## src/rtl/aes_ctrl.sv

```systemverilog
// aes_ctrl: round sequencer for an iterative AES-128 core.
//
// Holds the cipher key and direction for the key expander. For each block it
// walks the cipher datapath through rounds 0..10. Each round fetches a round
// key from the expander and then launches the round on the datapath.
//
// Ports
//   clk, rst        single clock; synchronous active-high reset
//   key_vld/key_rdy key handshake; key and enc are captured on it
//   key[127:0], enc cipher key and direction (1 encrypt, 0 decrypt)
//   blk_req         level request to process one block
//   blk_ack         one-cycle pulse when blk_req is accepted
//   blk_busy        high whenever the sequencer is not idle
//   blk_done        one-cycle pulse when all 11 rounds have finished
//   kx_key_ld_p     load pulse to the key expander
//   kx_key, kx_enc  stored key and direction to the key expander
//   kx_rk_vld/kx_rk_rdy, kx_rk[127:0]
//                   round-key handshake from the key expander
//   rnd_go          one-cycle pulse that starts a round on the datapath
//   rnd_idx[3:0]    current round index 0..10
//   rnd_key[127:0]  registered round key for the current round
//   rnd_first       round 0 (initial AddRoundKey only)
//   rnd_last        round 10 (final round, no MixColumns)
//   rnd_done        datapath finished the current round
module aes_ctrl (
   input  logic         clk,
   input  logic         rst,
   input  logic         key_vld,
   output logic         key_rdy,
   input  logic [127:0] key,
   input  logic         enc,
   input  logic         blk_req,
   output logic         blk_ack,
   output logic         blk_busy,
   output logic         blk_done,
   output logic         kx_key_ld_p,
   output logic [127:0] kx_key,
   output logic         kx_enc,
   input  logic         kx_rk_vld,
   input  logic [127:0] kx_rk,
   output logic         kx_rk_rdy,
   output logic         rnd_go,
   output logic [3:0]   rnd_idx,
   output logic [127:0] rnd_key,
   output logic         rnd_first,
   output logic         rnd_last,
   input  logic         rnd_done
);

   localparam logic [3:0] LAST_RND = 4'd10;

   typedef enum logic [2:0] {IDLE, KLD, WAIT_RK, RUN, DONE} state_t;

   state_t state, state_nxt;
   logic   key_loaded;
   logic   go_p1;     // set for the first RUN cycle of a round
   logic   key_hs;
   logic   blk_acc;
   logic   rk_hs;
   logic   rnd_end;

   always_comb begin
      state_nxt   = state;
      key_rdy     = 1'b0;
      blk_ack     = 1'b0;
      kx_key_ld_p = 1'b0;
      kx_rk_rdy   = 1'b0;
      blk_done    = 1'b0;
      key_hs      = 1'b0;
      blk_acc     = 1'b0;
      rk_hs       = 1'b0;
      rnd_end     = 1'b0;
      case (state)
         IDLE: begin
            key_rdy = 1'b1;
            key_hs  = key_vld;
            // A key offered in the same cycle takes priority over the
            // block request. The request stays pending until a later cycle.
            blk_acc = blk_req && key_loaded && !key_vld;
            blk_ack = blk_acc;
            if (blk_acc) state_nxt = KLD;
         end
         KLD: begin
            kx_key_ld_p = 1'b1;
            state_nxt   = WAIT_RK;
         end
         WAIT_RK: begin
            kx_rk_rdy = 1'b1;
            rk_hs     = kx_rk_vld;
            if (rk_hs) state_nxt = RUN;
         end
         RUN: begin
            // rnd_done belongs to the round just launched. It is only
            // trusted after the go cycle.
            rnd_end = rnd_done && !go_p1;
            if (rnd_end) state_nxt = (rnd_idx == LAST_RND) ? DONE : WAIT_RK;
         end
         DONE: begin
            blk_done  = 1'b1;
            state_nxt = IDLE;
         end
         default: state_nxt = IDLE;
      endcase
      // Under reset every pulse and handshake is suppressed. This includes a
      // reset that lands in the middle of a block.
      if (rst) begin
         blk_ack     = 1'b0;
         kx_key_ld_p = 1'b0;
         kx_rk_rdy   = 1'b0;
         blk_done    = 1'b0;
         key_hs      = 1'b0;
         blk_acc     = 1'b0;
         rk_hs       = 1'b0;
         rnd_end     = 1'b0;
      end
   end

   always_ff @(posedge clk) begin
      if (rst) begin
         state      <= IDLE;
         key_loaded <= 1'b0;
         go_p1      <= 1'b0;
         rnd_idx    <= 4'd0;
         rnd_key    <= '0;
         kx_key     <= '0;
         kx_enc     <= 1'b0;
      end else begin
         state <= state_nxt;
         go_p1 <= rk_hs;
         if (key_hs) begin
            kx_key     <= key;
            kx_enc     <= enc;
            key_loaded <= 1'b1;
         end
         if (blk_acc) begin
            rnd_idx <= 4'd0;
         end else if (rnd_end && rnd_idx != LAST_RND) begin
            rnd_idx <= rnd_idx + 4'd1;
         end
         if (rk_hs) rnd_key <= kx_rk;
      end
   end

   assign rnd_go    = go_p1 && !rst;
   assign blk_busy  = (state != IDLE);
   assign rnd_first = (rnd_idx == 4'd0);
   assign rnd_last  = (rnd_idx == LAST_RND);

endmodule

```

## config.mk

```make
export PLATFORM = sky130hd
export DESIGN_NAME = aes_ctrl
export DESIGN_NICKNAME = d
export VERILOG_FILES = /design/src/rtl/aes_ctrl.sv
export SDC_FILE = /design/constraint.sdc
export NUM_CORES = 1
export LEC_CHECK = 0
export ABC_AREA = 1
export CAP_MARGIN = 20
export CORE_AREA = 3 3 208 210
export DETAILED_ROUTE_END_ITERATION = 7
export DIE_AREA = 0 0 211 213
export MAX_ROUTING_LAYER = met4
export PLACE_DENSITY_LB_ADDON = 0.05
export SYNTH_ARGS = -nofsm -noshare
export SYNTH_HDL_FRONTEND = slang
export SYNTH_SLANG_ARGS = --single-unit
```

## constraint.sdc

```tcl
create_clock -name clk -period 1.6 [get_ports clk]
set_input_delay 0.16 -clock clk [delete_from_list [all_inputs] [get_ports clk]]
set_output_delay 0.16 -clock clk [all_outputs]
set_load 0.005 [all_outputs]
```

==> flow_metrics.env <==
export IMPL_clk_latency_ns=0.53
export IMPL_path_buf_inv=5
export IMPL_crit_chain="nor2_4 -> inv_2 -> nor2_4 -> buf_4 -> buf_6 -> buf_6 -> buf_6"
export IMPL_setup_worst_path_class="flop to output port"
export IMPL_fill_cells=4266
export IMPL_seq_area_frac_synth=0.561
export IMPL_cts_tree="yes"
export IMPL_grt_max_degree=72
export IMPL_dieArea_sq_mm=0.0449
export IMPL_die_y_microns=213
export IMPL_start_util=0.227
export IMPL_drive_gt1_frac=0.0793
export IMPL_fp_coreArea_sq_mm=0.0418
export IMPL_final_cell_mix="415 x clkdlybuf4s50_1, 277 x nand2_1, 260 x dfxtp_1"
export IMPL_max_freq_mhz=589
export IMPL_dp_hpwl_mm=28.7
export IMPL_grt_pass1_vias=9231
export IMPL_vias=9523
export IMPL_endpoint_kind="output port"
export IMPL_period_minus_slack_ns=1.70
export IMPL_worstPathArrival_ns=1.54
export IMPL_slew_viol_final=0
export IMPL_avgSynthCellArea_sq_um=7.96
export IMPL_numPortBuffers=532
export IMPL_initialDrtViolationCount=456
export IMPL_path_clk_slew_ns=0.06
export IMPL_critPathMaxStageDelay_ns=0.35
export IMPL_hold_depth=3
export IMPL_clkPwrFrac=0.397
export IMPL_min_path_type="input port to flop"
export IMPL_final_common_cell="clkdlybuf4s50_1"
export IMPL_ant_nets=0
export IMPL_maxCapViolCount=0
export IMPL_ctsHoldBuffers=0
export IMPL_synth_area_sq_mm=0.00950
export IMPL_violations="setup timing"
export IMPL_rows=75
export IMPL_slowest_stage="dfxtp_4"
export IMPL_tightest_slew_ns=0.336
export IMPL_skew_ns=0.0168
export IMPL_dp_cells=2225
export IMPL_clock_sinks=266
export IMPL_grt_total_usage=0.169
export IMPL_routed_wl_mm=38.9
export IMPL_clockBufferDepth=3
export IMPL_hold_viol=0
export IMPL_ff2ff_path_depth=8
export IMPL_rsz0062_at_grt="yes"
export IMPL_cts_made_buffers=34
export IMPL_synth_nets=1459
export IMPL_status="finished, violations left"
export IMPL_drc_errors=0
export IMPL_cp_common_cell="buf_6"
export IMPL_overflow=0
export IMPL_pin_count=533
export IMPL_path_max_fanout=2
export IMPL_period_share=1.06
export IMPL_p_switching_w=0.00493
export IMPL_final_cell_count_no_fill=2301
export IMPL_pwr_share_seq=0.398
export IMPL_fin_ws_ns=-0.0991
export IMPL_grt_pass1_wl_mm=56.6
export IMPL_yosys_warnings=0
export IMPL_critPathTopFamily="buffers and inverters"
export IMPL_die_x_microns=211
export IMPL_dr_pass1_iters=5
export IMPL_antenna_found_initial=10
export IMPL_cp_data_required_time_ns=1.44
export IMPL_finalNetCount=1995
export IMPL_dp_worst_setup_slack_ns=-0.0760
export IMPL_comb_power_share=0.205
export IMPL_worstSetupPathDepth=7
export IMPL_ir_drop_mv=0.705
export IMPL_relSlewSlack=0.776
export IMPL_clockRootBuffer="clkbuf_16"
export IMPL_synthDistinctLibCells=23
export IMPL_total_leakage_power_nw=7.76
export IMPL_gp_congestion=0.753
export IMPL_p_sw_frac=0.257
export IMPL_synth_seq_cells=266
export IMPL_cp_start_kind="flop"
export IMPL_wire_per_inst_microns=16.9
export IMPL_htreeDepth=2
export IMPL_power_internal_w=0.0142
export IMPL_postSynthCellCount=1193
export IMPL_pwr_density_cell_mw_per_mm2=1130
export IMPL_area_growth_pct=78.2
export IMPL_vias_per_cell=4.14
export IMPL_finalSetupViolCount=3
layer usage:
layer | share of wire | vias up | GRT usage
met1 | 0.39 | 4187 | 0.183
met4 | 0.030 | 0 | 0.0582
met5 | 0 | - | -
met3 | 0.12 | 70 | 0.0862
li1 | - | 4912 | -
met2 | 0.47 | 354 | 0.268
power by group through the flow:
stage	combinational [W]	clock (W)	sequential [W]
after CTS	0.00397	0.00796	0.00763
after floorplan	0.00120	0	0.00781
after global routing	0.00431	0.00817	0.00770
final	0.00392	0.00760	0.00762
after detailed placement	0.00397	0	0.00776
after global placement	0.00397	0	0.00774
area by class of cell:
type                    count  area [sq um]  share of cell area
multi-input cells         699          3260               0.193
well taps                 539           674              0.0398
flip-flops and latches    266          5340               0.315
clock inverters             5          56.3             0.00333
clock buffers              54          1060              0.0625
diodes                     10          25.0             0.00148
repair buffers            585          5970               0.353
inverters                 143           547              0.0323
what timing repair did:
action,in CTS,in global routing
gates resized for setup,124,61
pin swaps,3,7
cloned,0,0
buffers inserted,4,3
setup endpoints to repair,83,68
tightest hold or removal path, stage by stage:
cell             delay, ns
clkdlybuf4s50_1       0.39
nand2_1               0.06
nand2_1               0.05
cell usage after synthesis (all sizes together):
master  count  area share
nand4       1      0.0022
nor2       11      0.0059
buf        68       0.039
nand3     134       0.071
nand3b      1     0.00079
xor2        1     0.00092
ha          3      0.0040
xnor2       1     0.00092
nor3        1     0.00053
dfxtp     266        0.56
a21oi     135       0.071
inv       143       0.057
clkbuf     17      0.0067
nor4        1     0.00066
o21ai     129       0.068
nand2     281        0.11
flip-flops by register name, summed over array words and instances, names as in the netlist:
| register | cells |
|---|---|
| go_p1 | 1 |
| key_loaded | 1 |
| kx_enc | 1 |
| kx_key | 128 |
| rnd_idx | 4 |
| rnd_key | 128 |
| state | 3 |
cell families after synthesis:
kind of cell,share of synthesized area
compound gates,0.139
fa+ha+maj,0.00395
flops,0.561
xor+xnor,0.00184
buf+inv,0.102
simple gates,0.192
final timing paths:
kind | start | to | slack [ns]
worst max register to register | state[2] | kx_key[126] | 0.09
worst min-delay path | kx_rk[1] | rnd_key[1] | 0.18
worst min register to register | kx_key[74] | kx_key[74] | 0.44
worst max-delay path | state[2] | key_rdy | -0.1
stage by stage:
step	instance area (sq um)	power (W)	hold slack, ns	utilization	setup TNS, ns
finish	16900	0.0191	0.177	0.405	-0.242
CTS	16700	0.0196	0.133	0.401	-0.422
global placement	15700	0.0117	0.429	0.375	-0.582
detailed placement	15700	0.0117	0.433	0.375	-2.19
global route	16900	0.0202	0.162	0.405	-0.520
floorplan	9500	0.00900	0.271	-	0
(Power assumes the default switching activity.)
